`src/rtl/stream_resize.sv`:
```
// stream_resize: power-of-two stream width converter (pack, unpack or pass by parameters).
// Define STREAM_RESIZE_FLUSH_EN to flush a partial pack word on done instead of discarding it.
module stream_resize #(
  parameter int unsigned IN_LEN  = 2,
  parameter int unsigned OUT_LEN = 8
) (
  input  logic               clk,
  input  logic               rst,
  input  logic               inclk,
  input  logic [IN_LEN-1:0]  in,
  input  logic               done_in,
  output logic               in_rdy,
  input  logic               out_rdy,
  output logic               outclk,
  output logic [OUT_LEN-1:0] out,
  output logic               done_out,
  output logic               idle,
  output logic               ovf
);

  localparam int unsigned MaxLen   = (IN_LEN > OUT_LEN) ? IN_LEN : OUT_LEN;
  localparam int unsigned MinLen   = (IN_LEN > OUT_LEN) ? OUT_LEN : IN_LEN;
  localparam int unsigned R        = (MinLen == 0) ? 0 : MaxLen / MinLen;
  localparam bit          Divides  = (MinLen == 0) ? 1'b0 : ((MaxLen % MinLen) == 0);
  localparam bit          Legal    = Divides && (R != 0) && ((R & (R - 1)) == 0);
  localparam bit          PackMode = IN_LEN <= OUT_LEN;

  if (!Legal) begin : g_bad_param
    $error("stream_resize: IN_LEN/OUT_LEN ratio must be a power of two");
  end

  logic               accept;
  logic               emit;
  logic               empty;
  logic               fire;
  logic [OUT_LEN-1:0] emit_word;

  logic               done_found_q, done_found_d;
  logic               outclk_q, outclk_d;
  logic [OUT_LEN-1:0] out_q, out_d;
  logic               done_out_q, done_out_d;
  logic               ovf_q, ovf_d;

  assign accept = inclk & in_rdy;
  assign fire   = done_found_q & empty;

  if (PackMode) begin : g_pack
    localparam int unsigned CntW   = (R > 1) ? $clog2(R) : 1;
    localparam logic [CntW-1:0] CntMax = CntW'(R - 1);

    logic [CntW-1:0]    cnt_q, cnt_d;
    logic [OUT_LEN-1:0] acc_q, acc_d;
    logic [OUT_LEN-1:0] hold_q, hold_d;
    logic               pend_q, pend_d;
    logic               flush;
    logic               drop;

`ifdef STREAM_RESIZE_FLUSH_EN
    assign flush = done_found_q && (cnt_q != '0) && !pend_q;
    assign drop  = 1'b0;
`else
    assign flush = 1'b0;
    assign drop  = done_in;
`endif

    assign in_rdy    = !pend_q || (cnt_q != CntMax);
    assign emit      = pend_q && out_rdy;
    assign emit_word = hold_q;
    assign empty     = (cnt_q == '0) && !pend_q;

    always_comb begin
      cnt_d  = cnt_q;
      acc_d  = acc_q;
      hold_d = hold_q;
      pend_d = pend_q;
      if (emit) pend_d = 1'b0;
      // Flush first so a slice accepted in the same cycle starts the next word.
      if (flush) begin
        hold_d = acc_q;
        pend_d = 1'b1;
        acc_d  = '0;
        cnt_d  = '0;
      end
      if (accept) begin
        acc_d = acc_d | (OUT_LEN'(in) << (cnt_d * IN_LEN));
        if (cnt_d == CntMax) begin
          hold_d = acc_d;
          pend_d = 1'b1;
          acc_d  = '0;
          cnt_d  = '0;
        end else begin
          cnt_d = cnt_d + 1'b1;
        end
      end
      if (drop) begin
        acc_d = '0;
        cnt_d = '0;
      end
    end

    always_ff @(posedge clk or posedge rst) begin
      if (rst) begin
        cnt_q  <= '0;
        acc_q  <= '0;
        hold_q <= '0;
        pend_q <= 1'b0;
      end else begin
        cnt_q  <= cnt_d;
        acc_q  <= acc_d;
        hold_q <= hold_d;
        pend_q <= pend_d;
      end
    end
  end else begin : g_unpack
    localparam int unsigned RemW = $clog2(R + 1);
    localparam logic [RemW-1:0] RemFull = RemW'(R);

    logic [RemW-1:0]   rem_q, rem_d;
    logic [IN_LEN-1:0] shift_q, shift_d;

    // Ready while the last slice drains, so a new word loads on the same edge.
    assign in_rdy    = (rem_q == '0) || ((rem_q == RemW'(1)) && out_rdy);
    assign emit      = (rem_q != '0) && out_rdy;
    assign emit_word = shift_q[OUT_LEN-1:0];
    assign empty     = rem_q == '0;

    always_comb begin
      rem_d   = rem_q;
      shift_d = shift_q;
      if (emit) begin
        shift_d = shift_q >> OUT_LEN;
        rem_d   = rem_q - 1'b1;
      end
      if (accept) begin
        shift_d = in;
        rem_d   = RemFull;
      end
    end

    always_ff @(posedge clk or posedge rst) begin
      if (rst) begin
        rem_q   <= '0;
        shift_q <= '0;
      end else begin
        rem_q   <= rem_d;
        shift_q <= shift_d;
      end
    end
  end

  always_comb begin
    outclk_d     = emit;
    out_d        = emit ? emit_word : out_q;
    done_out_d   = fire;
    ovf_d        = ovf_q | (inclk & ~in_rdy);
    done_found_d = done_found_q;
    // A done_in arriving while one is pending merges into it.
    if (fire)         done_found_d = 1'b0;
    else if (done_in) done_found_d = 1'b1;
  end

  always_ff @(posedge clk or posedge rst) begin
    if (rst) begin
      outclk_q     <= 1'b0;
      out_q        <= '0;
      done_out_q   <= 1'b0;
      ovf_q        <= 1'b0;
      done_found_q <= 1'b0;
    end else begin
      outclk_q     <= outclk_d;
      out_q        <= out_d;
      done_out_q   <= done_out_d;
      ovf_q        <= ovf_d;
      done_found_q <= done_found_d;
    end
  end

  assign outclk   = outclk_q;
  assign out      = out_q;
  assign done_out = done_out_q;
  assign ovf      = ovf_q;
  assign idle     = empty & ~done_found_q;

endmodule

```
`config.mk`:
```
export PLATFORM = sky130hd
export DESIGN_NAME = stream_resize
export DESIGN_NICKNAME = d
export VERILOG_FILES = /design/src/rtl/stream_resize.sv
export SDC_FILE = /design/constraint.sdc
export NUM_CORES = 1
export LEC_CHECK = 0
export ABC_AREA = 1
export BUFFER_PORTS_ARGS = -buffer_cell sky130_fd_sc_hd__buf_4
export CORE_MARGIN = 8
export CORE_UTILIZATION = 55
export DETAILED_ROUTE_END_ITERATION = 8
export PLACE_DENSITY_LB_ADDON = 0.1
export SYNTH_ARGS = -nofsm -noshare
export SYNTH_HDL_FRONTEND = slang
export SYNTH_SLANG_ARGS = --single-unit
```
`constraint.sdc`:
```
create_clock -name clk -period 1.4 [get_ports clk]
set_input_delay 0.21 -clock clk [delete_from_list [all_inputs] [get_ports clk]]
set_output_delay 0.21 -clock clk [all_outputs]
set_load 0.1 [all_outputs]
```
==> impl_metrics.env, run 1 <==
export IMPL_hold_path_depth=2
export IMPL_setup_viol=2
export IMPL_cts_buffers=5
export IMPL_p_leak_nw=0.900
export IMPL_critPathLaunch="g_pack.cnt_q[1]"
export IMPL_ff_latch_area_um2=776
export IMPL_reg2reg_slack_ps=100
export IMPL_ys_warn_count=0
export IMPL_synth_area_leaders="dfrtp_1 (58%), nand2_1 (8.1%), inv_1 (6.4%), nand3_1 (5.2%), o21ai_2 (4.5%)"
export IMPL_die_area_um2=4290
export IMPL_synth_compound_area_share_pct=12.2
export IMPL_insertedDiodeCount=0
export IMPL_synth_fp_nets=157
export IMPL_yosysSeqAreaShare_pct=57.5
export IMPL_fillCellCount=171
export IMPL_firstDrtPassIters=6
export IMPL_yosys_top_cells_count="dfrtp_1 (31), nand2_1 (29), inv_1 (23)"
export IMPL_ant_nets=0
export IMPL_htree_levels=2
export IMPL_slew_limit_headroom_pct=73.5
export IMPL_cts_num_sinks=31
export IMPL_fin_crit_ps=1520
export IMPL_slew_viol_final=0
export IMPL_synthMuxAreaShare_pct=0
export IMPL_die_height_um=65.5
export IMPL_dpl_worst_slack_ps=26.5
export IMPL_multi_input_area_um2=495
export IMPL_synthAdderAreaFrac_pct=1.86
export IMPL_grt_use_met1_pct=16.6
export IMPL_fin_total_pwr_w=0.00369
export IMPL_cts_buffer_depth=2
export IMPL_wl_per_cell_um=13.0
export IMPL_antenna_found_initial=0
export IMPL_worstMarginPinSlew_ps=397
export IMPL_gp_congestion=0.819
export IMPL_drive_gt1_share_pct=34.6
export IMPL_drc=0
export IMPL_status="finished, violations left"
export IMPL_synth_ff_type="dfrtp_1"
export IMPL_path_max_fanout=3
export IMPL_clkTransAtPathRegs_ps=100
export IMPL_grt_pass1_vias=1027
export IMPL_avgSynthCellArea_um2=9.11
export IMPL_syn_to_final_growth_pct=30.5
export IMPL_final_setup_tns_ps=-193
export IMPL_grt_overflow_total=0
export IMPL_synth_edf_count=0
export IMPL_cts_root_buf="clkbuf_4"
export IMPL_cts_tree="done"
export IMPL_grt_pass1_wl_mm=4.62
export IMPL_die_x_um=65.5
export IMPL_initial_core_util_pct=56.0
export IMPL_dr_first_iter_drc_count=51
export IMPL_crit_required_ps=1190
export IMPL_powerDensity_nw_per_um2=2100
export IMPL_critPathKind="register to output port"
export IMPL_viasPerCell=4.96
export IMPL_synth_top_family_by_area="simple AND/OR/NAND/NOR gates"
export IMPL_hp_class="input port to register"
export IMPL_track_usage_pct=14.4
export IMPL_r2r_cells=5
export IMPL_rsz0062_at_grt="true"
export IMPL_worstSkewPairLatency_ps=330
export IMPL_violations="setup timing"
export IMPL_yosys_area_share_simple_pct=19.4
export IMPL_dp_hpwl_mm=1.95
export IMPL_holdPathEnd="g_pack.pend_q"
export IMPL_wl_mm=2.80
export IMPL_endpoint_kind="output port"
export IMPL_arrival_ps=1310
export IMPL_rows=18
export IMPL_synth_most_common_cell="dfrtp_1"
export IMPL_setup_slack_ps=-125
export IMPL_ys_ff_latch=31
export IMPL_top_usage_layer="met2"
export IMPL_finalCritPeriodShare_pct=109
export IMPL_syn_area_um2=1350
export IMPL_skew_ps=5.42
export IMPL_finalHoldViolations=0
export IMPL_reg2reg_from="g_pack.cnt_q[1]"
export IMPL_synth_largest_area_cell="dfrtp_1"
export IMPL_num_nets_final=193
export IMPL_vias=1066
export IMPL_ios=20
export IMPL_grt_max_degree=32
export IMPL_synthArstFlopShare_pct=100
export IMPL_vdd_drop_max_mv=1.90
export IMPL_grtUsageMet2_pct=22.0
export IMPL_max_freq_mhz=656
export IMPL_start_kind="register"
export IMPL_ys_types=17
export IMPL_cap_violations=0
export IMPL_port_buffers=19
export IMPL_met3_usage_pct=6.80
export IMPL_netlist_area_leader_share_pct=57.5
export IMPL_synth_xor_area_share_pct=0
export IMPL_synthCells=148
export IMPL_timing_rr_end="emit_word[6]"
export IMPL_core_area_um2=2410
export IMPL_min_from="out_rdy"
-- worst max-delay path by stage --
stage	depth (start not counted)	endpoint	slack, ps
global route	5	idle	-180
global placement	5	emit_word[5]	100
finish	5	idle	-120
detailed placement	5	emit_word[6]	30
CTS	5	idle	-120
floorplan	4	idle	-40
-- through the flow --
step	util [%]	std cells	hold WS [ps]	cell area, um^2
global placement	66.5	202	312	1600
finish	73.1	215	82.2	1760
CTS	72.2	213	72.5	1740
floorplan	-	148	306	1390
detailed placement	66.5	202	314	1600
global route	73.1	215	69.5	1760
-- placed cells by master, fill, tap and decap left out, drive strengths merged --
| cell | instances |
|---|---|
| nand2 | 37 |
| dfrtp | 31 |
| buf | 30 |
| inv | 27 |
| o21ai | 19 |
| nand3 | 15 |
| a21oi | 7 |
| nor2 | 6 |
| clkbuf | 6 |
| clkinv | 2 |
| ha | 2 |
| a31o | 1 |
| bufinv | 1 |
| dlygate4sd3 | 1 |
-- routing by layer --
metal / vias up / part of all wire (%)
met2: 25 / 48
met5: - / 0
li1: 534 / -
met3: 4 / 5.9
met1: 503 / 45
met4: 0 / 1.3
-- kinds of logic (layout without fill, tap and decap cells) --
group                    after synthesis  after routing
AO/OA/AOI/OAI                         27             27
adder cells (fa/ha/maj)                2              2
buffers and inverters                 30             67
flip-flops                            31             31
AND/OR/NAND/NOR                       58             58
-- worst max-delay path, cell delays in order, from the launching register on --
cell,delay (ps)
dfrtp_1,420
inv_2,90
ha_4,140
nand2_4,50
nor2_4,100
buf_12,180
-- flip-flops by register name (all words and copies together) (netlist names) --
register	count
done_found_q	1
done_out	1
emit_word	8
g_pack.acc_q	8
g_pack.cnt_q	2
g_pack.pend_q	1
out	8
outclk	1
ovf	1
-- power breakdown --
part	internal (W)	switching [W]	leakage (nW)
registers	0.00114	0.000120	0.406
logic	0.000431	0.00128	0.447
clock network	0.000422	0.000300	0.0482
total	0.00199	0.00170	0.900
-- what timing repair did --
action | 4_1_cts | 5_1_grt
resized for setup | 7 | 1
endpoints found under the setup margin | 3 | 2
hold endpoints to repair | 31 | 0
hold buffers | 1 | 0
setup buffers | 2 | 2
pin swaps | 1 | 0
-- final cells by class --
type	count	area share, %
repair buffers	31	14.8
multi-input cells	87	28.1
inverters	28	5.97
well taps	30	2.13
flip-flops and latches	31	44.1
clock buffers	6	2.91
clock inverters	2	1.99
Power figures use the tool's default switching activity.
==> run 2, diff against run 1 <==
- CORE_UTILIZATION: 55 -> 58
- CTS_BUF_LIST: default -> sky130_fd_sc_hd__clkbuf_4
- PLACE_DENSITY: default -> 0.92
- PLACE_DENSITY_LB_ADDON: 0.1 -> default
==> run 2 against run 1 <==
Net effect:
- the run still ends with setup timing left
- cell count shrank 2.3%
- critical path depth is the same
- flip-flop and latch count is the same
- clock skew shrank 2.7 ps
- design area shrank 3.1%
- sequential power is essentially flat
- utilization grew 4.1 points
- largest cell class unchanged
- largest power group unchanged
==> impl_metrics.env, run 2 (synthesized netlist as in run 1, its figures left out) <==
export IMPL_slew_limit_headroom_pct=73.5
export IMPL_vdd_drop_max_mv=1.68
export IMPL_syn_to_final_growth_pct=26.5
export IMPL_antenna_found_initial=0
export IMPL_dpl_worst_slack_ps=-7.07
export IMPL_finalCritPeriodShare_pct=108
export IMPL_die_area_um2=4120
export IMPL_p_seq_share_pct=36.1
export IMPL_powerDensity_nw_per_um2=2040
export IMPL_cts_buffer_depth=2
export IMPL_status="finished, violations left"
export IMPL_cts_root_buf="clkbuf_4"
export IMPL_slowest_stage="dfrtp_1"
export IMPL_reg2reg_from="g_pack.cnt_q[0]"
export IMPL_grt_overflow_total=0
export IMPL_clkTransAtPathRegs_ps=90
export IMPL_p_int_w=0.00179
export IMPL_reg2reg_slack_ps=90
export IMPL_multi_input_area_um2=495
export IMPL_cp_slowest_stage_delay_ps=420
export IMPL_endpoint_kind="output port"
export IMPL_cts_buffers=5
export IMPL_switching_share_pct=48.8
export IMPL_final_setup_tns_ps=-176
export IMPL_cts_num_sinks=31
export IMPL_grt_pass1_wl_mm=5.01
export IMPL_die_height_um=64.2
export IMPL_fillCellCount=155
export IMPL_rows=17
export IMPL_critPathTopFamily="flip-flops"
export IMPL_track_usage_pct=15.2
export IMPL_dpl_cell_area_um2=1580
export IMPL_die_x_um=64.2
export IMPL_dr_first_iter_drc_count=71
export IMPL_insertedDiodeCount=0
export IMPL_wl_per_cell_um=14.4
export IMPL_cts_tree="done"
export IMPL_crit_required_ps=1190
export IMPL_cap_violations=0
export IMPL_critPathLaunch="g_pack.cnt_q[0]"
export IMPL_setup_viol=2
export IMPL_grt_max_degree=32
export IMPL_skew_ps=2.69
export IMPL_wl_mm=3.03
export IMPL_slew_viol_final=0
export IMPL_hp_class="input port to register"
export IMPL_finalHoldViolations=0
export IMPL_ant_nets=0
export IMPL_min_from="out_rdy"
export IMPL_p_leak_nw=0.874
export IMPL_grt_pass1_vias=1127
export IMPL_critPathKind="register to output port"
export IMPL_violations="setup timing"
export IMPL_vias=1117
export IMPL_layout_commonest_cell="dfrtp_1"
export IMPL_ff_latch_area_um2=776
export IMPL_drive_gt1_share_pct=33.5
export IMPL_crit_chain="inv_2 -> ha_4 -> nand2_4 -> nor2_4 -> buf_12"
export IMPL_final_cell_mix="dfrtp_1 (31), nand2_1 (28), buf_4 (25), inv_1 (22), nand3_1 (14)"
export IMPL_p_sw_w=0.00170
export IMPL_arrival_ps=1300
export IMPL_hold_slack_ps=117
export IMPL_port_buffers=19
export IMPL_core_area_um2=2210
export IMPL_firstDrtPassIters=4
export IMPL_p_clk_share_pct=15.2
export IMPL_worstSkewPairLatency_ps=320
export IMPL_setup_slack_ps=-111
export IMPL_p_comb_share_pct=48.7
export IMPL_start_kind="register"
export IMPL_fin_crit_ps=1510
export IMPL_ios=20
export IMPL_gp_congestion=0.862
export IMPL_htree_levels=2
export IMPL_viasPerCell=5.32
export IMPL_worstMarginPinSlew_ps=397
export IMPL_max_freq_mhz=662
export IMPL_rsz0062_at_grt="true"
export IMPL_dp_hpwl_mm=1.92
export IMPL_drc=0
export IMPL_path_max_fanout=3
export IMPL_initial_core_util_pct=61.0
export IMPL_final_cell_area_um2=1710
export IMPL_critPathBufInv=2
export IMPL_num_nets_final=190
run 2: cell count changes in the layout (fill, tap and decap cells not counted):
cell,before,now
buf_4,28,25
clkbuf_4,5,7
bufinv_16,1,0
clkbuf_8,1,0
run 2: final timing paths:
kind	cells after the start	end
min	2	g_pack.pend_q
min reg2reg	2	out[2]
max	5	idle
max reg2reg	5	emit_word[5]
max in group asynchronous	4	emit_word[3]
min in group asynchronous	4	g_pack.pend_q
run 2: routing by layer:
metal  track usage (%)  part of all wire (%)  wire length, um  vias up
met4              5.99                   2.0               61        0
met3              5.23                   5.4              163        9
li1                  -                     -                -      534
met2              25.6                    53             1590       45
met1              17.2                    40             1210      529
met5                 0                     0                0        -
run 2: worst reg2reg max path, cell delays in order (launching register included):
cell and delay (ps):
dfrtp_1 400, ha_2 290, nand3_2 110, inv_2 240, nand2_1 130, o21ai_2 70
run 2: per-stage QoR:
step | power [W] | instances | util (%)
finish | 0.00349 | 210 | 77.1
global placement | 0.00287 | 197 | 71.3
floorplan | 0.00255 | 148 | -
global route | 0.00364 | 210 | 77.1
detailed placement | 0.00290 | 197 | 71.3
CTS | 0.00348 | 209 | 76.8
run 2: layout make-up:
cell class              count  share of cell area, %
clock inverters             1                  0.293
clock buffers               7                   3.08
inverters                  28                   6.16
repair buffers             28                   13.9
multi-input cells          87                   29.0
flip-flops and latches     31                   45.5
well taps                  28                   2.05
run 2: repair_timing:
action | 4_1_cts | 5_1_grt
pin swaps | 3 | 0
hold buffers | 1 | 0
setup buffers | 3 | 1
gates resized for setup | 8 | 0
endpoints found under the setup margin | 6 | 2
endpoints found under the hold margin | 31 | 0
cloned | 0 | 0
run 2: power groups by stage:
stage | sequential (W) | combinational, W | clock [W]
floorplan | 0.00209 | 0.000463 | 0
detailed placement | 0.00127 | 0.00163 | 0
CTS | 0.00125 | 0.00170 | 0.000533
finish | 0.00126 | 0.00170 | 0.000532
global placement | 0.00127 | 0.00161 | 0
global route | 0.00129 | 0.00179 | 0.000571
==> run 3, diff against run 2 <==
- ABC_AREA: 1 -> default
- CORE_UTILIZATION: 58 -> 57
- PLACE_DENSITY: 0.92 -> 0.91
==> run 3 against run 2 <==
Net effect:
- the run still ends with setup timing left
- via count down 17%
- clock skew rose by 2.3 ps
- first-iteration DRC count down 37%
- fmax fell by 8.7%
- non-clock buffer count is 1 lower
- flip-flop and latch count did not move
- design area is 4.3% lower
- critical path depth is the same
- setup slack lost 140 ps
- synthesized area is 6.9% lower
- synthesized cell count fell by 28%
==> impl_metrics.env, run 3 <==
export IMPL_drc=0
export IMPL_finalHoldViolations=0
export IMPL_slew_limit_headroom_pct=76.1
export IMPL_grt_overflow_total=0
export IMPL_avgSynthCellArea_um2=11.9
export IMPL_viasPerCell=5.60
export IMPL_synth_edf_count=0
export IMPL_fin_util_pct=76.1
export IMPL_violations="setup timing"
export IMPL_crit_required_ps=1190
export IMPL_cts_buffer_depth=2
export IMPL_syn_to_final_growth_pct=30.1
export IMPL_grt_pass1_wl_mm=4.31
export IMPL_timing_rr_end="g_pack.acc_q[6]"
export IMPL_post_place_cells=156
export IMPL_dpl_worst_slack_ps=-80.7
export IMPL_slowest_stage="dfrtp_1"
export IMPL_min_from="out_rdy"
export IMPL_r2r_cells=5
export IMPL_die_area_um2=3960
export IMPL_wl_per_cell_um=15.0
export IMPL_yosys_top_cells_count="dfrtp_1 (31), nand2_1 (10), o21ai_0 (9)"
export IMPL_vias=924
export IMPL_worstMarginPinSlew_ps=358
export IMPL_start_kind="register"
export IMPL_powerDensity_nw_per_um2=1470
export IMPL_cts_buffers=5
export IMPL_gp_congestion=0.809
export IMPL_synth_largest_area_cell="dfrtp_1"
export IMPL_yosysSeqAreaShare_pct=61.8
export IMPL_ys_ff_latch=31
export IMPL_grt_pass1_vias=942
export IMPL_hp_class="input port to register"
export IMPL_htree_levels=2
export IMPL_grt_max_degree=26
export IMPL_synth_ff_type="dfrtp_1"
export IMPL_status="finished, violations left"
export IMPL_synthCells=106
export IMPL_die_x_um=62.9
export IMPL_finalNonFillerCells=165
export IMPL_die_height_um=62.9
export IMPL_wl_mm=2.47
export IMPL_setup_slack_ps=-256
export IMPL_ios=20
export IMPL_hold_slack_ps=68.7
export IMPL_syn_area_um2=1260
export IMPL_fillCellCount=121
export IMPL_layout_commonest_cell="dfrtp_1"
export IMPL_skew_ps=5.02
export IMPL_hold_path_depth=2
export IMPL_firstDrtPassIters=4
export IMPL_ys_warn_count=0
export IMPL_fin_crit_ps=1660
export IMPL_vdd_drop_max_mv=1.32
export IMPL_track_usage_pct=13.9
export IMPL_synth_most_common_cell="dfrtp_1"
export IMPL_rows=17
export IMPL_core_area_um2=2150
export IMPL_dp_hpwl_mm=1.79
export IMPL_cp_slowest_stage_delay_ps=410
export IMPL_synth_fp_nets=115
export IMPL_insertedDiodeCount=0
export IMPL_final_cell_mix="dfrtp_1 (31), buf_4 (21), nand2_1 (9), o21ai_0 (9), mux2_2 (8)"
export IMPL_max_freq_mhz=604
export IMPL_clkTransAtPathRegs_ps=90
export IMPL_arrival_ps=1450
export IMPL_dr_first_iter_drc_count=45
export IMPL_crit_chain="buf_6 -> inv_4 -> ha_4 -> nor3b_4 -> buf_12"
export IMPL_path_max_fanout=2
export IMPL_reg2reg_from="g_pack.cnt_q[0]"
export IMPL_synth_area_leaders="dfrtp_1 (62%), mux2_2 (7.2%), o2bb2ai_1 (4.2%), o21ai_0 (3.6%), nand2_1 (3.0%)"
export IMPL_drive_gt1_share_pct=37.2
export IMPL_endpoint_kind="output port"
export IMPL_ys_types=23
export IMPL_holdPathEnd="g_pack.pend_q"
export IMPL_ant_nets=0
export IMPL_netlist_area_leader_share_pct=61.8
export IMPL_cap_violations=0
export IMPL_cts_root_buf="clkbuf_4"
export IMPL_cts_num_sinks=31
export IMPL_num_nets_final=145
export IMPL_antenna_found_initial=0
export IMPL_finalCritPeriodShare_pct=118
export IMPL_rsz0062_at_grt="true"
export IMPL_worstSkewPairLatency_ps=330
export IMPL_synthArstFlopShare_pct=100
export IMPL_port_buffers=19
export IMPL_initial_core_util_pct=58.5
export IMPL_slew_viol_final=0
export IMPL_cts_tree="done"
export IMPL_critPathKind="register to output port"
export IMPL_reg2reg_slack_ps=-80
export IMPL_p_leak_nw=0.813
export IMPL_setup_viol=11
## run 3: cell types whose count changed after synthesis, sizes merged, moves of 6 or more
| cell | before | now |
|---|---|---|
| mux2 | 0 | 8 |
| inv | 27 | 5 |
| nand3 | 15 | 2 |
| o2bb2ai | 0 | 6 |
| nand2 | 37 | 10 |
| o21ai | 19 | 9 |
## run 3: worst max-delay path by stage
stage / slack (ps) / depth (start not counted) / end / startpoint
after detailed placement: -80 / 5 / g_pack.acc_q[6] / g_pack.cnt_q[0]
after floorplan: -340 / 4 / idle / g_pack.cnt_q[1]
after global placement: -4 / 5 / g_pack.acc_q[6] / g_pack.cnt_q[0]
after CTS: -270 / 5 / idle / g_pack.cnt_q[1]
after global routing: -310 / 5 / idle / g_pack.cnt_q[1]
final: -260 / 5 / idle / g_pack.cnt_q[1]
## run 3: layout make-up
class                      instances  area, um^2  share of cell area, %
sequential                        31         776                   47.5
multi-input combinational         66         473                   28.9
timing repair buffer              27         250                   15.3
clock inverter                     3        38.8                   2.37
clock buffer                       5        37.5                   2.30
tap                               28        35.0                   2.14
inverter                           5        23.8                   1.45
## run 3: critical path: cells and delay by family (launching register included)
| family | cells | cell delay [ps] |
|---|---|---|
| adders and majority gates | 1 | 110 |
| DFF | 1 | 410 |
| and+or+nand+nor | 1 | 210 |
| buffers and inverters | 3 | 370 |
## run 3: stage by stage
step                cell area (um^2)  setup TNS, ps  total power [W]
floorplan                       1280           -363          0.00154
global placement                1500          -3.65          0.00167
detailed placement              1500           -331          0.00170
CTS                             1630           -753          0.00242
global route                    1630          -1590          0.00250
finish                          1630           -731          0.00240
## run 3: logic make-up after synthesis
| kind of cell | synth area share (%) |
|---|---|
| DFF | 61.8 |
| muxes | 7.97 |
| xor gates and xnor gates | 0.697 |
| buffers and inverters | 3.09 |
| adders and majority gates | 1.99 |
| and+or+nand+nor | 10.4 |
| AOI/OAI and AO/OA | 14.1 |
## run 3: layer usage
layer / global-route usage (%) / vias to the layer above / part of all wire, %
met3: 4.12 / 13 / 6.7
met5: 0 / - / 0
met1: 14.7 / 446 / 39
li1: - / 428 / -
met2: 21.6 / 37 / 49
met4: 12.8 / 0 / 5.1
## run 3: repair_timing
item / CTS / global route
gates resized for setup: 13 / 0
endpoints found under the setup margin: 10 / 20
hold buffers: 1 / 0
hold endpoints to repair: 6 / 0
pin swaps: 1 / 0
setup buffers: 0 / 0
## run 3: where the power goes
| group | internal [W] | leakage (nW) | switching (W) |
|---|---|---|---|
| Combinational | 0.000213 | 0.347 | 0.000471 |
| Clock | 0.000367 | 0.0426 | 0.000300 |
| Sequential | 0.000987 | 0.423 | 0.0000581 |
| Total | 0.00157 | 0.813 | 0.000829 |
